`src/rtl/pacman_move_ctrl.sv`:
```
// pacman_move_ctrl: per-sprite movement sequencer that queries the collision detector and steps Pacman.
module pacman_move_ctrl #(
  parameter logic [8:0] X_INIT = 9'd0,
  parameter logic [8:0] Y_INIT = 9'd0,
  parameter logic [8:0] X_MAX = 9'd319,
  parameter logic [8:0] Y_MAX = 9'd239,
  parameter logic [8:0] STEP = 9'd1,
  parameter int CHK_LAT = 2
) (
  input  logic       clk,
  input  logic       rst,
  input  logic       key_valid,
  input  logic [3:0] key_dir,
  input  logic       move_tick,
  input  logic       chk_collide,
  output logic [8:0] chk_x,
  output logic [8:0] chk_y,
  output logic [3:0] chk_dir,
  output logic [8:0] p_x,
  output logic [8:0] p_y,
  output logic [3:0] cur_dir,
  output logic       busy,
  output logic       moved,
  output logic       tick_miss
);
  localparam int CW = $clog2(CHK_LAT + 2);
  typedef enum logic [1:0] {IDLE, CHK_NEW, CHK_CUR, STEP_S} state_t;
  state_t state, state_n;
  logic [3:0] want_dir, idle_want;
  logic [CW-1:0] cnt;
  logic key_ok, done, checking;
  logic [9:0] x10, y10, s10, nx_l, nx_r, ny_u, ny_d;
  assign key_ok = key_valid && $onehot(key_dir);
  assign done = cnt == CW'(CHK_LAT);
  assign checking = state == CHK_NEW || state == CHK_CUR;
  assign idle_want = key_ok ? key_dir : want_dir;
  assign busy = state != IDLE;
  assign chk_x = p_x;
  assign chk_y = p_y;
  assign x10 = {1'b0, p_x};
  assign y10 = {1'b0, p_y};
  assign s10 = {1'b0, STEP};
  // 10-bit intermediates keep the wrap compare correct even when X_MAX+STEP exceeds 9 bits
  assign nx_l = x10 < s10 ? x10 + {1'b0, X_MAX} + 10'd1 - s10 : x10 - s10;
  assign nx_r = x10 + s10 > {1'b0, X_MAX} ? x10 + s10 - {1'b0, X_MAX} - 10'd1 : x10 + s10;
  assign ny_u = y10 < s10 ? y10 + {1'b0, Y_MAX} + 10'd1 - s10 : y10 - s10;
  assign ny_d = y10 + s10 > {1'b0, Y_MAX} ? y10 + s10 - {1'b0, Y_MAX} - 10'd1 : y10 + s10;
  always_comb begin
    state_n = state;
    case (state)
      IDLE:    state_n = !move_tick ? IDLE : idle_want != 4'd0 ? CHK_NEW : cur_dir != 4'd0 ? CHK_CUR : IDLE;
      CHK_NEW: state_n = !done ? CHK_NEW : !chk_collide ? STEP_S : cur_dir != 4'd0 ? CHK_CUR : IDLE;
      CHK_CUR: state_n = !done ? CHK_CUR : chk_collide ? IDLE : STEP_S;
      default: state_n = IDLE;
    endcase
  end
  always_ff @(posedge clk or posedge rst) begin
    if (rst) begin
      state <= IDLE;
      cnt <= '0;
      want_dir <= 4'd0;
      cur_dir <= 4'd0;
      chk_dir <= 4'd0;
      p_x <= X_INIT;
      p_y <= Y_INIT;
      moved <= 1'b0;
      tick_miss <= 1'b0;
    end else begin
      state <= state_n;
      moved <= 1'b0;
      tick_miss <= move_tick && busy;
      cnt <= checking && !done ? cnt + 1'b1 : '0;
      if (key_ok) want_dir <= key_dir;
      if (state == IDLE && state_n != IDLE) chk_dir <= idle_want != 4'd0 ? idle_want : cur_dir;
      if (state == CHK_NEW && done && !chk_collide) begin
        cur_dir <= chk_dir;
        if (!key_ok) want_dir <= 4'd0;
      end
      if (state == CHK_NEW && done && chk_collide && cur_dir != 4'd0) chk_dir <= cur_dir;
      if (state == CHK_CUR && done && chk_collide) cur_dir <= 4'd0;
      if (state == STEP_S) begin
        p_x <= cur_dir[3] ? nx_l[8:0] : cur_dir[1] ? nx_r[8:0] : p_x;
        p_y <= cur_dir[2] ? ny_u[8:0] : cur_dir[0] ? ny_d[8:0] : p_y;
        moved <= 1'b1;
      end
    end
  end
endmodule

```
`config.mk`:
```
export PLATFORM = sky130hd
export DESIGN_NAME = pacman_move_ctrl
export DESIGN_NICKNAME = d
export VERILOG_FILES = /design/src/rtl/pacman_move_ctrl.sv
export SDC_FILE = /design/constraint.sdc
export NUM_CORES = 1
export LEC_CHECK = 0
export ABC_CLOCK_PERIOD_IN_PS = 5100
export CORE_MARGIN = 2
export CORE_UTILIZATION = 57
export DETAILED_ROUTE_END_ITERATION = 8
export PLACE_DENSITY = 0.9
export SLEW_MARGIN = 20
export SYNTH_ARGS = -nofsm -noshare
export SYNTH_HDL_FRONTEND = slang
export SYNTH_SLANG_ARGS = --single-unit
```
`constraint.sdc`:
```
create_clock -name clk -period 5.1 [get_ports clk]
set_input_delay 0.51 -clock clk [delete_from_list [all_inputs] [get_ports clk]]
set_output_delay 0.51 -clock clk [all_outputs]
set_load 0.01 [all_outputs]
```
==> flow_summary_export.csv <==
group,metric,value,unit
clock_network,cts_resized,0,
hold_path,hp-start,"cnt[0]",
die,core,5070,um^2
grt,overflow,0,
detailed_routing,routed_via_density,5.92,
sta,fin_crit_sh,76.9,%
worst_setup_path,crit_path_start_kind,"input port",
synthesis,ys.flop_type,"dfrtp_1",
worst_setup_path,worstPathRequired,5.23,ns
clock_network,cts.clk_slew.worst_paths,0.07,ns
synthesis,ys_warn_count,0,
clock_network,cts-buffers-inserted,5,
synthesis,synth_common_cells,"36 x dfrtp_1, 25 x nor2_1, 24 x inv_1",
synthesis,synth_area,2970,um^2
synthesis,synth-edff-count,0,
synthesis,syn_avg_cell_area,8.50,um^2
final_layout,fill_cells,403,
sta,worst_pin_slew,0.727,ns
clock_network,clock_path_buffers,2,
final_layout,drive_above_1_share,8.00,%
die,die_w,76.1,um
run,maxCapViolCount,0,
grt,grt_pass1_vias,2516,
detailed_routing,ant_nets,0,
run_status,status,"finished, final reports clean",
die,dieArea,5800,um^2
sta,rsz0062_at_grt,"false",
detailed_routing,wire_per_inst,15.7,um
pwr,vdd_ir_drop_max,0.000318,V
hold_path,min_path_type,"reg2reg",
synthesis,yosysMostFrequentCell,"dfrtp_1",
grt,antenna_found_initial,0,
worst_setup_path,path_cells,"clkdlybuf4s50_1, inv_1, fa_1, inv_1, ha_1, ha_1, and4bb_1, mux2i_4, o22ai_2, a211oi_4, mux2i_1, o22ai_1",
worst_setup_path,crit_type,"in2reg",
sta,slew_headroom,51.1,%
worst_setup_path,cp_data_arrival_time,4.05,ns
clock_network,clock-sinks,36,
synthesis,synth.area.top_cells,"dfrtp_1 30%, ha_1 6.3%, buf_4 4.6%",
pwr,power_per_cell_area,571,nW/um^2
placement,hpwl,5.02,mm
sta,drv_slew,0,
grt,grt_max_degree,37,
sta,period_needed,3.92,ns
sta,timing.fmax,255,MHz
grt,grt_use_total,24.9,%
final_layout,final_nets,399,
synthesis,yosysSeqAreaShare,30.4,%
worst_setup_path,cpMaxStageDelayCell,"clkdlybuf4s50_1",
clock_network,ctsHoldBuffers,0,
synthesis,yosys.area.top_type_share,30.4,%
final_layout,diodes,0,
clock_network,tritoncts,"built",
worst_setup_path,cp_max_fo,10,
sta,hold_ws,0.442,ns
sta,final-hold-violation-count,0,
worst_setup_path,r2r_start,"chk_y[1]",
detailed_routing,wl,7.00,mm
pwr,p_leak,0.00147,uW
detailed_routing,drc,0,
worst_setup_path,critPathLaunch,"key_dir[0]",
final_layout,stdcell_count,445,
worst_setup_path,crit_path_max_incr_delay,0.56,ns
worst_setup_path,cp-end-kind,"flop",
final_layout,syn2layout_area_growth,18.3,%
synthesis,synthCells,349,
detailed_routing,first_pass_iters,4,
die,start_util,58.5,%
clock_network,clkLatencyLatePin,0.29,ns
synthesis,ys_types,58,
placement,dp_cells,437,
sta,tns,0,ns
synthesis,synthArstFlopShare,100,%
synthesis,ys_seq_elements,36,
synthesis,syn_nets,374,
pwr,finalPower,2000,uW
placement,place.gp.congestion,0.838,
clock_network,ctsRootBufferMaster,"clkbuf_8",
detailed_routing,drtIter0Drc,226,
sta,fin_skew,0.00507,ns
sta,setup_viol,0,
die,num_rows,26,
clock_network,postCtsSetupBuffers,0,
placement,io_buffers,55,
detailed_routing,vias,2636,
synthesis,synth_top_cell_by_area,"dfrtp_1",
grt,grt_pass1_wl,11.9,mm
clock_network,ctsHtreeMaxLevel,2,
die,io_pins,56,
die,fp.dieH,76.1,um
## state kept, by name (all words and copies together), names as in the netlist, 2 cells and up
name / flops
chk_x: 9
state: 2
chk_y: 9
cnt: 2
cur_dir: 4
chk_dir: 4
want_dir: 4
## per-stage QoR
stage | worst slack (ns) | utilization, % | instance area, um^2
after floorplan | 2.00 | - | 2970
after global placement | 1.18 | 66.7 | 3380
after detailed placement | 0.950 | 66.7 | 3380
after CTS | 1.22 | 69.2 | 3510
after global routing | 1.06 | 69.2 | 3510
final | 1.18 | 69.2 | 3510
## cells in the final DEF, fill, tap and decap left out, types with 3 or more instances in the layout
cell,n
mux2_2,7
mux2i_1,8
and2_1,4
o22ai_1,9
nand4_1,6
ha_1,15
a31oi_1,8
nor4_1,5
clkdlybuf4s50_1,55
dfrtp_1,36
a22o_2,3
nand2b_1,7
nor2b_1,4
inv_1,24
xnor2_1,9
a21oi_1,17
a22o_1,5
clkbuf_8,7
and4_1,3
xor2_1,11
o21ai_0,16
nand2_1,19
nand3_1,18
nor3_1,13
nor2_1,25
## kinds of logic (layout without fill, tap and decap cells)
group	Yosys count	after routing	synth area share, %
DFF	36	36	30.4
xor gates and xnor gates	20	20	5.90
adders and majority gates	16	16	7.00
muxes	16	16	6.12
buffers and inverters	62	88	10.8
AOI/OAI and AO/OA	79	79	18.4
and+or+nand+nor	120	120	21.5
## cell type report
cell class	instances	area, um^2	share of cell area [%]
multi-input cells	251	1750	49.8
flip-flops and latches	36	901	25.7
repair buffers	56	558	15.9
clock buffers	7	96.3	2.75
inverters	24	90.1	2.57
well taps	70	87.6	2.50
clock inverters	1	30.0	0.856
## worst paths after layout
| kind | endpoint | slack, ns | depth (start not counted) |
|---|---|---|---|
| max in group asynchronous | chk_y[6] | 4.17 | 3 |
| min in group asynchronous | cnt[1] | 0.61 | 3 |
| hold / removal | cnt[0] | 0.44 | 1 |
| setup / recovery | chk_dir[2] | 1.18 | 12 |
| setup reg to reg | chk_y[6] | 2.32 | 10 |
| hold reg to reg | cnt[0] | 0.44 | 1 |
## per-layer routing
layer / track usage, % / share of wire, % / vias to the layer above
met1: 30.9 / 42 / 1262
met2: 44.5 / 51 / 85
met3: 4.62 / 5.4 / 10
li1: - / - / 1279
met4: 7.09 / 1.4 / 0
met5: 0 / 0 / -
## worst max-delay path: cells and delay by family
| kind | cells | cell delay (ns) |
|---|---|---|
| buf+inv | 3 | 0.70 |
| simple gates | 1 | 0.54 |
| compound gates | 3 | 0.66 |
| mux | 2 | 0.64 |
| fa+ha+maj | 3 | 1.00 |
## power breakdown
part	internal (uW)	switching, uW
logic	565	536
registers	398	230
clock network	172	101
No activity file was read; power rests on OpenSTA's default activity.
